## src/rtl/wb_arb_pkg.sv

```systemverilog
// Shared types for the two-host Wishbone arbiter in front of the Marmot slave port.
package wb_arb_pkg;

  typedef enum logic [1:0] {
    StIdle,
    StBusy,
    StErr
  } arb_state_e;

  typedef struct packed {
    logic        cyc;
    logic        stb;
    logic        we;
    logic [3:0]  sel;
    logic [31:0] adr;
    logic [31:0] dat;
  } wb_req_t;

  typedef struct packed {
    logic        ack;
    logic [31:0] dat;
  } wb_rsp_t;

  localparam logic [31:0] ERR_DATA_DEFAULT = 32'hDEAD_BEEF;

  function automatic logic wants_bus(input wb_req_t req);
    return req.cyc & req.stb;
  endfunction

endpackage

```

## src/rtl/wb_arb_watchdog.sv

```systemverilog
// No-ack watchdog: counts stalled strobe cycles, pulses expire, keeps a sticky flag.
module wb_arb_watchdog #(
  parameter int unsigned TIMEOUT_CYCLES = 256
) (
  input  logic clk,
  input  logic rst,
  input  logic active,
  input  logic ack,
  input  logic restart,
  input  logic clr,
  output logic expire,
  output logic irq
);

  localparam logic [15:0] LastCount = 16'(TIMEOUT_CYCLES - 1);

  logic [15:0] count_q, count_d;
  logic        irq_q, irq_d;

  always_comb begin
    expire  = active & ~ack & (count_q == LastCount);
    count_d = count_q;
    if (restart || !active || ack) begin
      count_d = '0;
    end else if (!expire) begin
      count_d = count_q + 16'd1;
    end
    // A new expiry wins over a clear arriving in the same cycle.
    irq_d = irq_q;
    if (expire) begin
      irq_d = 1'b1;
    end else if (clr) begin
      irq_d = 1'b0;
    end
  end

  always_ff @(posedge clk or posedge rst) begin
    if (rst) begin
      count_q <= '0;
      irq_q   <= 1'b0;
    end else begin
      count_q <= count_d;
      irq_q   <= irq_d;
    end
  end

  assign irq = irq_q;

endmodule

```

## src/rtl/wb_host_arbiter.sv

```systemverilog
// Round-robin arbiter sharing one Wishbone slave between the management SoC (host 0)
// and a logic-analyzer debug master (host 1), with bus locking and a no-ack watchdog.
module wb_host_arbiter
  import wb_arb_pkg::*;
#(
  parameter int unsigned TIMEOUT_CYCLES = 256,
  parameter logic [31:0] ERR_DATA       = ERR_DATA_DEFAULT
) (
  input  logic        wb_clk_i,
  input  logic        wb_rst_i,

  input  logic        m0_cyc_i,
  input  logic        m0_stb_i,
  input  logic        m0_we_i,
  input  logic [3:0]  m0_sel_i,
  input  logic [31:0] m0_adr_i,
  input  logic [31:0] m0_dat_i,
  output logic [31:0] m0_dat_o,
  output logic        m0_ack_o,

  input  logic        m1_cyc_i,
  input  logic        m1_stb_i,
  input  logic        m1_we_i,
  input  logic [3:0]  m1_sel_i,
  input  logic [31:0] m1_adr_i,
  input  logic [31:0] m1_dat_i,
  output logic [31:0] m1_dat_o,
  output logic        m1_ack_o,

  output logic        s_cyc_o,
  output logic        s_stb_o,
  output logic        s_we_o,
  output logic [3:0]  s_sel_o,
  output logic [31:0] s_adr_o,
  output logic [31:0] s_dat_o,
  input  logic [31:0] s_dat_i,
  input  logic        s_ack_i,

  output logic [1:0]  grant_o,
  output logic        timeout_irq_o,
  input  logic        timeout_clr_i
);

  arb_state_e state_q, state_d;
  logic [1:0] grant_q, grant_d;
  logic       last_q, last_d;  // index of the previous owner

  wb_req_t req0, req1, owner_req, bus;
  wb_rsp_t rsp0, rsp1, owner_rsp;
  logic    owner_idx;
  logic    expire;

  assign req0 = '{cyc: m0_cyc_i, stb: m0_stb_i, we: m0_we_i, sel: m0_sel_i,
                  adr: m0_adr_i, dat: m0_dat_i};
  assign req1 = '{cyc: m1_cyc_i, stb: m1_stb_i, we: m1_we_i, sel: m1_sel_i,
                  adr: m1_adr_i, dat: m1_dat_i};

  assign owner_idx = grant_q[1];
  assign owner_req = owner_idx ? req1 : req0;

  wb_arb_watchdog #(
    .TIMEOUT_CYCLES(TIMEOUT_CYCLES)
  ) u_watchdog (
    .clk    (wb_clk_i),
    .rst    (wb_rst_i),
    .active (bus.cyc & bus.stb),
    .ack    (s_ack_i),
    .restart(state_q != StBusy),
    .clr    (timeout_clr_i),
    .expire (expire),
    .irq    (timeout_irq_o)
  );

  // Bus and response steering; everything is zero outside an active ownership.
  always_comb begin
    bus       = '0;
    owner_rsp = '0;
    unique case (state_q)
      StBusy: begin
        bus       = owner_req;
        owner_rsp = '{ack: s_ack_i, dat: s_dat_i};
      end
      StErr: begin
        owner_rsp = '{ack: 1'b1, dat: owner_req.we ? 32'h0 : ERR_DATA};
      end
      default: ;
    endcase
    rsp0 = grant_q[0] ? owner_rsp : '0;
    rsp1 = grant_q[1] ? owner_rsp : '0;
  end

  always_comb begin
    state_d = state_q;
    grant_d = grant_q;
    last_d  = last_q;
    unique case (state_q)
      StIdle: begin
        if (wants_bus(req0) && wants_bus(req1)) begin
          grant_d = last_q ? 2'b01 : 2'b10;
          state_d = StBusy;
        end else if (wants_bus(req0)) begin
          grant_d = 2'b01;
          state_d = StBusy;
        end else if (wants_bus(req1)) begin
          grant_d = 2'b10;
          state_d = StBusy;
        end
      end
      StBusy: begin
        // Ownership is held for as long as the owner keeps cyc asserted.
        if (!owner_req.cyc) begin
          state_d = StIdle;
          grant_d = 2'b00;
          last_d  = owner_idx;
        end else if (expire) begin
          state_d = StErr;
        end
      end
      StErr: begin
        state_d = StIdle;
        grant_d = 2'b00;
        last_d  = owner_idx;
      end
      default: begin
        state_d = StIdle;
        grant_d = 2'b00;
      end
    endcase
  end

  always_ff @(posedge wb_clk_i or posedge wb_rst_i) begin
    if (wb_rst_i) begin
      state_q <= StIdle;
      grant_q <= 2'b00;
      last_q  <= 1'b1;
    end else begin
      state_q <= state_d;
      grant_q <= grant_d;
      last_q  <= last_d;
    end
  end

  assign s_cyc_o  = bus.cyc;
  assign s_stb_o  = bus.stb;
  assign s_we_o   = bus.we;
  assign s_sel_o  = bus.sel;
  assign s_adr_o  = bus.adr;
  assign s_dat_o  = bus.dat;

  assign m0_ack_o = rsp0.ack;
  assign m0_dat_o = rsp0.dat;
  assign m1_ack_o = rsp1.ack;
  assign m1_dat_o = rsp1.dat;

  assign grant_o  = grant_q;

endmodule

```

## config.mk

```make
export PLATFORM = sky130hd
export DESIGN_NAME = wb_host_arbiter
export DESIGN_NICKNAME = d
export VERILOG_FILES = /design/src/rtl/wb_arb_pkg.sv /design/src/rtl/wb_arb_watchdog.sv /design/src/rtl/wb_host_arbiter.sv
export SDC_FILE = /design/constraint.sdc
export NUM_CORES = 1
export LEC_CHECK = 0
export BUFFER_PORTS_ARGS = -buffer_cell sky130_fd_sc_hd__buf_2
export CORE_AREA = 2 2 122 124
export CTS_CLUSTER_DIAMETER = 40
export DETAILED_ROUTE_END_ITERATION = 7
export DIE_AREA = 0 0 124 126
export PLACE_DENSITY = 0.57
export SETUP_SLACK_MARGIN = 0.5
export SLEW_MARGIN = 20
export SYNTH_ARGS = -nofsm -noshare
export SYNTH_HDL_FRONTEND = slang
export SYNTH_SLANG_ARGS = --single-unit
```

## constraint.sdc

```tcl
create_clock -name wb_clk_i -period 1.6 [get_ports wb_clk_i]
set_clock_uncertainty 0.05 [all_clocks]
set_input_delay 0 -clock wb_clk_i [delete_from_list [all_inputs] [get_ports wb_clk_i]]
set_output_delay 0 -clock wb_clk_i [all_outputs]
set_load 0.01 [all_outputs]
```

==> impl_metrics.json <==
{
  "dieHeight_um": 126,
  "ys_warn_count": 0,
  "r2r-start": "grant_o[1]",
  "yosysSeqAreaShare_pct": 18.7,
  "mostFrequentLayoutCells": "buf_2 (261), nor2b_4 (71), buf_6 (70)",
  "globalRouteOverflowTotal": 0,
  "cts_made_buffers": 3,
  "setup_viol": 117,
  "synth_nets": 578,
  "placed_area_um2": 6120,
  "clk_pin_slew_ps": 60,
  "slew_violations": 0,
  "hold_violations": 0,
  "wl_per_cell_um": 17.7,
  "port_buffers": 317,
  "dpl.hpwl_um": 11700,
  "hold_depth": 4,
  "drt_iter0_drc": 98,
  "total_power_uw": 12700,
  "tns_ps": -12360,
  "fmax_ghz": 0.568,
  "fillCellCount": 1212,
  "core-area_um2": 14300,
  "dpl_worst_slack_ps": -30.8,
  "cp_max_fo": 8,
  "ir_drop_mv": 0.646,
  "slew_headroom_pct": 62.9,
  "hold_slack_ps": 153,
  "cp-end-kind": "output port",
  "crit_path_start": "grant_o[1]",
  "worst_pin_slew_ps": 555,
  "viasPerCell": 4.71,
  "maxCapViolations": 0,
  "drt_wl_total_um": 16900,
  "antenna_found_initial": 0,
  "syn_to_final_growth_pct": 175,
  "power-per-cell-area_nw_per_um2": 1560,
  "grt_setup_unrepaired": "true",
  "die-area_um2": 15600,
  "violations": "setup timing",
  "syn_inst": 395,
  "insertion_delay_ps": 250,
  "cts_num_sinks": 22,
  "place_congestion": 0.897,
  "synth_cell_type_count": 41,
  "core.rowCount": 44,
  "syn-mean-instance-area_um2": 7.49,
  "p_leak_uw": 0.00368,
  "firstDrtPassIters": 4,
  "outcome": "finished with violations",
  "route.met2.wl_um": 9060,
  "crit_path_start_kind": "flip-flop",
  "drive_gt1_share_pct": 87.3,
  "cts_root_buf": "clkbuf_16",
  "worstPathRequired_ps": 1550,
  "initial_core_util_pct": 20.7,
  "via_count": 4505,
  "final_net_count": 957,
  "hold_path_class": "input port to flip-flop",
  "clockBufferDepth": 2,
  "finalInstanceArea_um2": 8130,
  "arrival_ps": 1710,
  "fin_ws_ps": -159,
  "r2r-end": "state_q[1]",
  "fin_crit_ps": 1760,
  "final_antenna_net_count": 0,
  "highest_layer": "met4",
  "final_common_cell": "buf_2",
  "insertedDiodeCount": 0,
  "grtUsageTotal_pct": 19.2,
  "grt_first_pass_wirelength_um": 23600,
  "drc": 0,
  "rrSetupSlack_ps": -130,
  "cp-endpoint": "s_dat_o[19]",
  "die_x_um": 124,
  "cts_tree": "done",
  "grt_max_degree": 26,
  "synth_seq_cells": 22,
  "ios": 318,
  "h-tree-depth": 1,
  "met3_length_um": 1120,
  "worstSetupPathType": "flip-flop to output port",
  "grt_pass1_vias": 4516,
  "met1Wirelength_um": 6360,
  "reg2reg_depth": 5,
  "period_share_pct": 110,
  "syn_area_um2": 2960
}
per-stage QoR:
step	cells	utilization (%)
floorplan	395	-
detailed placement	904	42.8
global placement	904	42.8
global route	957	56.8
CTS	943	52.8
finish	957	56.8
synth_stat cells, drive strengths merged:
| library cell | number | area share (%) |
|---|---|---|
| or3b | 1 | 0.30 |
| or3 | 7 | 1.5 |
| inv | 12 | 1.5 |
| o21ai | 9 | 1.5 |
| nor2 | 58 | 7.4 |
| mux2 | 2 | 0.89 |
| o22ai | 1 | 0.21 |
| xnor2 | 1 | 0.30 |
| buf | 12 | 2.5 |
| and2 | 2 | 0.42 |
| and4b | 1 | 0.34 |
| and4 | 3 | 1.1 |
| a21oi | 38 | 6.4 |
| a211o | 1 | 0.30 |
| nand4b | 1 | 0.30 |
| clkbuf | 20 | 2.5 |
| mux2i | 73 | 25 |
| dfstp | 1 | 0.89 |
| and3 | 18 | 4.0 |
| o211ai | 1 | 0.25 |
| ha | 5 | 2.1 |
| nand4 | 2 | 0.42 |
| nand2 | 12 | 1.8 |
| nor3 | 2 | 0.34 |
| nor4 | 2 | 1.1 |
| nand3 | 7 | 1.4 |
| or4 | 4 | 1.0 |
| a31oi | 1 | 0.21 |
| a211oi | 1 | 0.25 |
| o31ai | 4 | 1.0 |
| nor2b | 71 | 15 |
| dfrtp | 21 | 18 |
| a22oi | 1 | 0.25 |
metal layers:
metal  global-route usage [%]  vias up
met1                     22.7     2170
li1                         -     2133
met4                     4.03        0
met5                        0        -
met2                     35.8      174
met3                     3.44       28
logic make-up (layout without fill, tap and decap cells):
logic type | count (synthesis) | in the layout | share of synthesized area (%)
and+or+nand+nor | 191 | 191 | 36.3
muxes | 75 | 75 | 25.6
AOI/OAI and AO/OA | 57 | 57 | 10.4
buffers and inverters | 44 | 422 | 6.60
DFF | 22 | 22 | 18.7
adders and majority gates | 5 | 5 | 2.12
xor gates and xnor gates | 1 | 1 | 0.296
repair_timing:
| item | 4_1_cts | 5_1_grt |
|---|---|---|
| hold endpoints to repair | 12 | 0 |
| buffers inserted | 23 | 8 |
| endpoints found under the setup margin | 161 | 161 |
| hold buffers | 2 | 0 |
| gates cloned | 10 | 6 |
| pin swaps | 16 | 11 |
| gates resized for setup | 166 | 73 |
critical path: stages, from the launching register on:
cell and delay (ps):
dfrtp_4 530, buf_4 170, bufbuf_16 290, mux2i_4 200
nor2b_4 110, buf_2 150
sequential cells by signal (all words and copies together), names as in the netlist:
signal and count:
state_q 2, grant_o 2, last_q 1, u_watchdog.irq 1
u_watchdog.count_q 16
worst min-delay path by stage:
stage | from | end
after floorplan | wb_rst_i | grant_o[0]
after global placement | wb_rst_i | u_watchdog.count_q[3]
after detailed placement | wb_rst_i | u_watchdog.count_q[5]
after CTS | m0_cyc_i | grant_o[0]
after global routing | m0_cyc_i | grant_o[0]
final | m0_cyc_i | grant_o[0]
where the power goes:
part           switching, uW  internal [uW]  total, uW
Clock                    205            340        545
Combinational           4740           6630      11400
Sequential               124            640        764
Total                   5070           7610      12700
cell type report:
cell class	instances	area (um2)	area share [%]
Multi-Input combinational cell	329	3990	49.1
Clock buffer	4	78.8	0.970
Tap cell	184	230	2.83
Sequential cell	22	561	6.90
Inverter	12	50.0	0.616
Timing Repair Buffer	406	3220	39.6
Power figures use the tool's default switching activity.
